--- src/rtl/mnist_image_streamer.sv ---
// mnist_image_streamer
//   Feeds test images from a synchronous pattern ROM to the LGN MNIST classifier,
//   one byte per clock. It samples the classifier result a fixed latency after each
//   image and scores the result against the expected label (image number mod NUM_CLASSES).
//
// Ports
//   clk, rst                 clock, asynchronous active-high reset
//   start                    pulse, begins a run from image 0 (ignored while busy)
//   step_mode, step          pause after each scored image / release that pause
//   rom_addr, rom_data       ROM byte address out, read data in (one-cycle read latency)
//   pix_data, pix_valid,     byte stream towards classifier ui_in
//   pix_first
//   cls_index, cls_value     classifier winning class and score
//   res_valid, res_image,    per-image result pulse and captured fields
//   res_index, res_value,
//   res_match
//   pass_count, fail_count,  run statistics
//   first_fail, any_fail
//   busy, done               run status
module mnist_image_streamer #(
    parameter int IMAGE_COUNT     = 450,
    parameter int BYTES_PER_IMAGE = 32,
    parameter int RESULT_LATENCY  = 2,
    parameter int NUM_CLASSES     = 10,
    localparam int IMG_W          = $clog2(IMAGE_COUNT) + 1,
    localparam int BYTE_W         = $clog2(BYTES_PER_IMAGE),
    localparam int ADDR_W         = IMG_W + BYTE_W
) (
    input  logic              clk,
    input  logic              rst,
    input  logic              start,
    input  logic              step_mode,
    input  logic              step,
    output logic [ADDR_W-1:0] rom_addr,
    input  logic [7:0]        rom_data,
    output logic [7:0]        pix_data,
    output logic              pix_valid,
    output logic              pix_first,
    input  logic [3:0]        cls_index,
    input  logic [7:0]        cls_value,
    output logic              res_valid,
    output logic [IMG_W-1:0]  res_image,
    output logic [3:0]        res_index,
    output logic [7:0]        res_value,
    output logic              res_match,
    output logic [IMG_W-1:0]  pass_count,
    output logic [IMG_W-1:0]  fail_count,
    output logic [IMG_W-1:0]  first_fail,
    output logic              any_fail,
    output logic              busy,
    output logic              done
);

    localparam int DRAIN_W    = (RESULT_LATENCY > 2) ? $clog2(RESULT_LATENCY) : 1;
    localparam int DRAIN_LAST = (RESULT_LATENCY >= 2) ? RESULT_LATENCY - 2 : 0;

    localparam logic [BYTE_W-1:0]  BYTE_LAST  = BYTE_W'(BYTES_PER_IMAGE - 1);
    localparam logic [IMG_W-1:0]   IMG_LAST   = IMG_W'(IMAGE_COUNT - 1);
    localparam logic [3:0]         LABEL_LAST = 4'(NUM_CLASSES - 1);
    localparam logic [DRAIN_W-1:0] DRAIN_END  = DRAIN_W'(DRAIN_LAST);

    typedef enum logic [2:0] {
        S_IDLE,
        S_FETCH,
        S_STREAM,
        S_DRAIN,
        S_CAPTURE,
        S_HOLD,
        S_DONE
    } state_t;

    state_t state, state_nxt;

    logic [IMG_W-1:0]   img_ptr;
    logic [BYTE_W-1:0]  byte_ptr;
    logic [BYTE_W-1:0]  byte_inc;
    logic [DRAIN_W-1:0] drain_cnt;
    logic [3:0]         label;

    logic [IMG_W-1:0]   res_image_q;
    logic [3:0]         res_index_q;
    logic [7:0]         res_value_q;
    logic               res_match_q;

    logic               match_now;
    logic               last_img;
    logic               capture;

    assign byte_inc  = byte_ptr + 1'b1;
    assign match_now = (cls_index == label);
    assign last_img  = (img_ptr == IMG_LAST);
    assign capture   = (state == S_CAPTURE);

    // State register
    always_ff @(posedge clk or posedge rst) begin
        if (rst) begin
            state <= S_IDLE;
        end else begin
            state <= state_nxt;
        end
    end

    // Next-state logic
    always_comb begin
        state_nxt = state;
        case (state)
            S_IDLE, S_DONE: begin
                if (start) state_nxt = S_FETCH;
            end
            S_FETCH: begin
                state_nxt = S_STREAM;
            end
            S_STREAM: begin
                if (byte_ptr == BYTE_LAST) begin
                    state_nxt = (RESULT_LATENCY == 1) ? S_CAPTURE : S_DRAIN;
                end
            end
            S_DRAIN: begin
                if (drain_cnt == DRAIN_END) state_nxt = S_CAPTURE;
            end
            S_CAPTURE: begin
                if (last_img)       state_nxt = S_DONE;
                else if (step_mode) state_nxt = S_HOLD;
                else                state_nxt = S_FETCH;
            end
            S_HOLD: begin
                if (step || !step_mode) state_nxt = S_FETCH;
            end
            default: state_nxt = S_IDLE;
        endcase
    end

    // Pointers, label tracking, result capture and scoring
    always_ff @(posedge clk or posedge rst) begin
        if (rst) begin
            img_ptr     <= '0;
            byte_ptr    <= '0;
            drain_cnt   <= '0;
            label       <= '0;
            res_image_q <= '0;
            res_index_q <= '0;
            res_value_q <= '0;
            res_match_q <= 1'b0;
            pass_count  <= '0;
            fail_count  <= '0;
            first_fail  <= '0;
            any_fail    <= 1'b0;
        end else begin
            case (state)
                S_IDLE, S_DONE: begin
                    if (start) begin
                        img_ptr    <= '0;
                        label      <= '0;
                        pass_count <= '0;
                        fail_count <= '0;
                        first_fail <= '0;
                        any_fail   <= 1'b0;
                    end
                end
                S_FETCH: begin
                    byte_ptr  <= '0;
                    drain_cnt <= '0;
                end
                S_STREAM: begin
                    byte_ptr <= byte_inc;
                end
                S_DRAIN: begin
                    drain_cnt <= drain_cnt + 1'b1;
                end
                S_CAPTURE: begin
                    res_image_q <= img_ptr;
                    res_index_q <= cls_index;
                    res_value_q <= cls_value;
                    res_match_q <= match_now;
                    if (match_now) begin
                        pass_count <= pass_count + 1'b1;
                    end else begin
                        fail_count <= fail_count + 1'b1;
                        if (!any_fail) begin
                            first_fail <= img_ptr;
                            any_fail   <= 1'b1;
                        end
                    end
                    // Label follows the image number mod NUM_CLASSES by wrap-compare.
                    if (!last_img) begin
                        img_ptr <= img_ptr + 1'b1;
                        label   <= (label == LABEL_LAST) ? '0 : label + 1'b1;
                    end
                end
                default: ;
            endcase
        end
    end

    // Datapath outputs. Result fields bypass the capture registers during CAPTURE
    // so they are valid in the same cycle as the res_valid pulse, then hold.
    always_comb begin
        pix_valid = (state == S_STREAM);
        pix_first = pix_valid && (byte_ptr == '0);
        pix_data  = pix_valid ? rom_data : 8'h00;

        rom_addr = '0;
        case (state)
            S_FETCH:  rom_addr = {img_ptr, {BYTE_W{1'b0}}};
            S_STREAM: rom_addr = {img_ptr, byte_inc};
            default:  rom_addr = '0;
        endcase

        res_valid = capture;
        res_image = capture ? img_ptr   : res_image_q;
        res_index = capture ? cls_index : res_index_q;
        res_value = capture ? cls_value : res_value_q;
        res_match = capture ? match_now : res_match_q;

        busy = (state != S_IDLE) && (state != S_DONE);
        done = (state == S_DONE);
    end

endmodule

--- config.mk ---
export PLATFORM = sky130hd
export DESIGN_NAME = mnist_image_streamer
export DESIGN_NICKNAME = d
export VERILOG_FILES = /design/src/rtl/mnist_image_streamer.sv
export SDC_FILE = /design/constraint.sdc
export NUM_CORES = 1
export LEC_CHECK = 0
export BUFFER_PORTS_ARGS = -buffer_cell sky130_fd_sc_hd__buf_2
export CORE_MARGIN = 2
export CORE_UTILIZATION = 31
export DETAILED_ROUTE_END_ITERATION = 7
export MAX_ROUTING_LAYER = met4
export PLACE_DENSITY = 0.61
export SETUP_SLACK_MARGIN = 0.5
export SLEW_MARGIN = 20
export SYNTH_ARGS = -nofsm -noshare
export SYNTH_HDL_FRONTEND = slang
export SYNTH_SLANG_ARGS = --single-unit
--- constraint.sdc ---
create_clock -name clk -period 5 [get_ports clk]
set_input_delay 0.75 -clock clk [delete_from_list [all_inputs] [get_ports clk]]
set_output_delay 0.75 -clock clk [all_outputs]
set_load 0.05 [all_outputs]
* After elaboration in Yosys (flattened, before gate mapping) *
Index checks and enable logic that the tools add are counted.

word-level totals
  output and inout port bits = 82
  register bits = 77

cells by class
  $add $sub $neg = 6
  equal/unequal tests = 19
  muxes and demuxes = 32
  reductions and logical operators = 16

operator list
  operator                                               count
  case mux 10 bit (2 select lines)                       4
  2-to-1 mux 10 bit                                      7
  adder 10 x 1 -> 10 bit (second input constant)         3
  case mux 15 bit (2 select lines)                       1
  2-to-1 mux 3 bit                                       6
  case mux 3 bit (6 select lines)                        1
  2-to-1 mux 4 bit                                       4
  2-to-1 mux 8 bit                                       2
  != test 2 bit (second input constant)                  6
  equality test 10 x 9 -> 1 bit (second input constant)  1
  case mux 5 bit (2 select lines)                        1
  equality test 3 bit (second input constant)            3
  AND reduction 3 bit                                    3
  case mux 4 bit (2 select lines)                        1
  AND reduction 4 bit                                    2
  equality test 3 x 2 -> 1 bit (second input constant)   2
  nonzero test 2 bit                                     3
  adder 5 x 1 -> 5 bit (second input constant)           1
  equality test 5 bit (second input constant)            1
  zero test 5 bit                                        1
  adder 4 x 1 -> 4 bit (second input constant)           1
  equality test 4 bit                                    1
  equality test 4 bit (second input constant)            1
  != test 2 x 1 -> 1 bit (second input constant)         2
  11 further kinds                                       15

* Longest topological paths before layout *
Gate-level depths: netlist (run 1).

  depth after elaboration = 4
  gate-level depth with buffers = 8

* Worst setup path after synthesis (run 1) *
No wires, ideal clock.

  path type = reg-to-output
  start point = register state[2]
  end point = output pix_first
  arrival time = 2.527 ns
  cell stages (with the launch flop) = 5
  required time = 4.250 ns
  buffers on the path = 1
  setup slack = 1.723 ns
  path through = dfrtp_1 -> buf_6 -> nor2b_1 -> nand2_1 -> nor4_1

between the ends
  cells in the longest elaborated chain, start to end = 2

RTL lines
  element                       line  text
  start: declaration            72    state_t state, state_nxt;
  start signal: assignment      99    state <= state_nxt;
  equality test 3 x 2 -> 1 bit  198   pix_valid = (state == S_STREAM);
  logical AND 1 bit             199   pix_first = pix_valid && (byte_ptr == '0);
  end: declaration              38    output logic pix_first,

Every way passes these cells.

* Final worst setup path (run 1) *
  start point = register state[1]
  end point = output pix_first

Same word-level chain as after synthesis.

==> impl_metrics.ini, run 1 <==
[power]
power-per-cell-area_nw_per_um2 = 611
irDropWorstVdd_mv = 0.169
leakage_nw = 2.67

[setup_path]
r2r-end = first_fail[7]$_DFFE_PP0P_
reg2reg_depth = 5
endpoint_kind = output port
critical-path-top-delay-family = simple AND/OR/NAND/NOR gates
start_kind = flop
crit_fanout = 15
cp.required_ps = 4250
crit_arrival_ps = 2540
slowest_stage = nor2b_1
slowest_delay_ps = 810
timing.rr.start = state[0]$_DFFE_PP0P_
crit_chain = nor2b_1 > nand2_1 > nor4_1 > buf_2
critPathBufInv = 1
rrSetupSlack_ps = 2360
path_class = reg2out

[sta]
hold_viol_final = 0
fin_crit_sh = 0.659
min_period_ps = 3290
drv_slew = 0
fmax_mhz = 304
finClkSkew_ps = 6.66
setup_violations = 0
tightest_slew_ps = 980
slew_headroom = 0.345
rsz0062_at_grt = false
tns_ps = 0

[yosys]
synth-compound-area-share = 0.130
synth_flop_cell = dfrtp_1
syn_nets = 450
synth_xor_area_frac = 0.0222
synthMuxAreaShare = 0.0406
yosysUniqueCellTypes = 55
synth_edf_count = 0
synth_seq_cells = 77
ys_seq_area_frac = 0.488
synthArstFlopShare = 1.00
synth_top_family_by_area = simple AND/OR/NAND/NOR gates
yosys.area_share.simple = 0.243
syn_inst = 416
syn_avg_cell_area_um2 = 9.49
yosys_warnings = 0
synth-adder-area-share = 0.0285
syn_area_um2 = 3950

[clock_network]
cts_resized = 0
postCtsSetupBuffers = 0
cts_sinks = 77
cts_tree = done
clock_latency_ps = 340
clockBufferDepth = 2
clkTransAtPathRegs_ps = 60
cts_hold_buffers = 0
cts_root_buf = clkbuf_16
cts_buffers = 9
h-tree-depth = 3

[detailed_routing]
viasPerCell = 4.98
drc = 0
wl_per_cell_um = 14.9
vias = 3469
drt_iter0_markers = 214
routed_wl_mm = 10.4
drt_pass1_iterations = 4
ant_nets = 0

[floorplanning]
io_pins = 107
die-area_um2 = 13700
core_area_um2 = 12500
fp.dieW_um = 117
row_count = 41
start_util = 0.315
die_y_um = 117

[global_route]
grt_antenna_before_repair = 0
grt_pass1_vias = 3193
overflow = 0
grtUsageTotal = 0.162
grt_max_degree = 53
grt_pass1_wl_mm = 16.5

[placed_design]
gp_congestion = 0.777
dp_cells = 680
dp_hpwl_mm = 7.28
io_buffers = 106

[cells_and_area]
drive_gt1_frac = 0.271
nets = 553
final_common_cell = buf_2
final_cell_mix = buf_2 (106), nand2_1 (98), dfrtp_1 (77)
antennaDiodeCount = 0
final_cell_count_no_fill = 696
area_growth_pct = 25.3
n_fill_cell = 1281

[status]
status = complete, no violations

[min_path]
min_path_type = in2async

[job]
maxCapViolCount = 0
registers in the layout (all words and copies together) (netlist names):
register and count:
any_fail 1, byte_ptr 5, drain_cnt 1, fail_count 10, first_fail 10, img_ptr 10, label 4, pass_count 10
res_image_q 10, res_index_q 4, res_match_q 1, res_value_q 8, state 3
cell families (layout without fill, tap and decap cells):
kind of cell | count (synthesis) | count (layout)
AOI/OAI and AO/OA | 72 | 72
xor gates and xnor gates | 10 | 10
adders and majority gates | 9 | 9
and+or+nand+nor | 196 | 196
DFF | 77 | 77
buffers and inverters | 36 | 144
muxes | 16 | 16
area by class of cell:
class,instances,area [µm²],share of cell area
flip-flops and latches,77,1930,0.389
inverters,19,72.6,0.0147
clock inverters,7,121,0.0245
repair buffers,109,553,0.112
clock buffers,9,225,0.0455
well taps,172,215,0.0435
multi-input cells,303,1830,0.371
where the power goes:
part	total (mW)	internal [mW]	switching [mW]
Combinational	1.37	0.320	1.05
Sequential	0.879	0.768	0.111
Clock	0.769	0.491	0.277
Total	3.02	1.58	1.44
cells in the mapped netlist (8+ instances only):
master | n | area (µm²)
inv_1 | 18 | 67.6
a31oi_1 | 11 | 68.8
dfrtp_1 | 77 | 1930
nand3_1 | 18 | 90.1
mux2i_1 | 16 | 160
nor3_1 | 8 | 40.0
o21ai_0 | 22 | 110
ha_1 | 9 | 113
nand2_1 | 98 | 368
and3_1 | 25 | 156
nor2_1 | 16 | 60.1
worst max path at each step:
stage | start | to | slack (ps) | cells past startpoint
4_1_cts | state[1]$_DFFE_PP0P_ | pix_first | 1700 | 4
3_5_place_dp | cls_index[2] | res_match | 1900 | 6
6_report | state[1]$_DFFE_PP0P_ | pix_first | 1710 | 4
5_1_grt | state[1]$_DFFE_PP0P_ | pix_first | 1470 | 4
2_1_floorplan | state[2]$_DFFE_PP0P_ | pix_first | 1720 | 4
3_3_place_gp | cls_index[3] | res_match | 1960 | 6
per-stage QoR:
step	total power, mW	worst slack, ps	hold WS (ps)	utilization	area (µm²)
after floorplan	1.98	1720	466	-	3950
after global placement	2.26	1960	453	0.368	4600
after detailed placement	2.28	1900	455	0.368	4600
after CTS	3.06	1700	413	0.395	4950
after global routing	3.20	1470	436	0.395	4950
final	3.02	1710	408	0.395	4950
metal layers:
| layer | vias up | wire length (µm) | GRT usage |
|---|---|---|---|
| li1 | 1669 | - | - |
| met1 | 1685 | 4950 | 0.220 |
| met2 | 102 | 4600 | 0.237 |
| met3 | 13 | 688 | 0.0463 |
| met4 | 0 | 137 | 0.0471 |
| met5 | - | 0 | - |
Note: power is estimated with default switching activity, not from simulation.
==> run 2: changes to the inputs <==
- clock period: 5 -> 3.2 ns (I/O delays scaled with it)
==> run 2 against run 1 <==
Net effect: worst hold slack lost 360 ps; clock skew shrank 1.8 ps; non-clock buffer count up 4; first-iteration DRC count down 14%; critical path type unchanged; highest routed layer unchanged; clock power increased by 21%; combinational power increased by 63%.
==> impl_metrics.ini, run 2 (synthesized netlist as in run 1, its figures left out) <==
[cells_and_area]
final_cell_count_no_fill = 699
drive_gt1_frac = 0.287
area_growth_pct = 26.1
nets = 557
n_fill_cell = 1264
antennaDiodeCount = 0
final_cell_mix = buf_2 (105), nand2_1 (98), dfrtp_1 (76)
final_common_cell = buf_2
design_area_um2 = 4980
final_util = 0.398

[detailed_routing]
vias = 3459
drt_iter0_markers = 184
ant_nets = 0
wl_per_cell_um = 14.7
viasPerCell = 4.95
drt_pass1_iterations = 4
drc = 0
routed_wl_mm = 10.3

[sta]
slew_headroom = 0.509
rsz0062_at_grt = false
drv_slew = 0
hold-worst-slack_ps = 43.7
finClkSkew_ps = 4.85
fmax_mhz = 384
hold_viol_final = 0
setup_violations = 0
worst_slack_ps = 598
fin_crit_sh = 0.813
tns_ps = 0
tightest_slew_ps = 737
min_period_ps = 2600

[power]
power-per-cell-area_nw_per_um2 = 912
irDropWorstVdd_mv = 0.489
leakage_nw = 2.69
total_power_mw = 4.54

[global_route]
grt_pass1_wl_mm = 16.4
grt_max_degree = 68
grt_antenna_before_repair = 0
overflow = 0
grtUsageTotal = 0.159
grt_pass1_vias = 3327

[setup_path]
endpoint_kind = output port
path_class = reg2out
start_kind = flop
crit_arrival_ps = 2120
crit_fanout = 32
cp.required_ps = 2720

[clock_network]
clock_latency_ps = 340
clockBufferDepth = 2
cts_tree = done
cts_root_buf = clkbuf_16
cts_sinks = 77
cts_buffers = 9
clkTransAtPathRegs_ps = 60
h-tree-depth = 3

[placed_design]
gp_congestion = 0.761
dp_hpwl_mm = 7.13
pre_cts_slack_ps = 424
dpl_cell_area_um2 = 4640
io_buffers = 106
dp_cells = 683

[floorplanning]
start_util = 0.315
row_count = 41
core_area_um2 = 12500
die-area_um2 = 13700
io_pins = 107
die_y_um = 117
fp.dieW_um = 117

[min_path]
min_path_type = in2async

[job]
maxCapViolCount = 0

[status]
status = complete, no violations
==> run 2: changes by cell type in the layout (fill, tap and decap cells not counted), moves of 2 or more <==
cell / change
buf_4: +3
xnor2_2: +3
clkinvlp_4: +2
xnor2_1: -3
inv_6: -2
bufinv_16: -2
==> run 2: path summary, 6_finish.rpt <==
| kind | depth (start not counted) | to | startpoint | slack, ps |
|---|---|---|---|---|
| max in group asynchronous | 3 | res_match_q$_DFF_PP0_ | rst | 2530 |
| worst min-delay path | 2 | res_image_q[4]$_DFF_PP0_ | rst | 40 |
| min in group clk | 3 | res_value_q[2]$_DFF_PP0_ | cls_value[2] | 350 |
| worst max register to register | 5 | label[1]$_DFFE_PP0P_ | state[0]$_DFFE_PP0P_ | 1040 |
| worst max-delay path | 5 | res_image[9] | state[0]$_DFFE_PP0P_ | 600 |
| worst min register to register | 2 | res_value_q[3]$_DFF_PP0_ | res_value_q[3]$_DFF_PP0_ | 470 |
==> run 2: critical path, stage by stage, from the launching register on <==
cell and delay (ps):
dfrtp_1 490, or3b_1 500, bufinv_16 310, nand2_1 110, nand2_1 100, buf_2 260
==> run 2: cell type report <==
cell class,instances,area [µm²],share of cell area
Clock buffer,11,243,0.0488
Inverter,19,98.8,0.0199
Tap cell,172,215,0.0432
Timing Repair Buffer,113,598,0.120
Clock inverter,4,25.0,0.00503
Sequential cell,77,1930,0.387
Multi-Input combinational cell,303,1870,0.376
==> run 2: where the power goes <==
group | switching (mW) | total (mW) | internal [mW]
combinational | 1.66 | 2.23 | 0.566
clock | 0.390 | 0.928 | 0.539
sequential | 0.183 | 1.38 | 1.20
total | 2.23 | 4.54 | 2.31
==> run 2: layer usage <==
metal | part of all wire | up-vias | global-route usage
met5 | 0 | - | -
met2 | 0.44 | 94 | 0.240
met4 | 0.023 | 0 | 0.0698
met3 | 0.056 | 19 | 0.0360
met1 | 0.48 | 1669 | 0.205
li1 | - | 1677 | -
==> run 2: timing repair <==
action,in CTS,in global routing
resized for setup,3,7
setup buffers,0,1
endpoints found under the setup margin,31,13
hold buffers,0,0
hold endpoints to repair,0,0
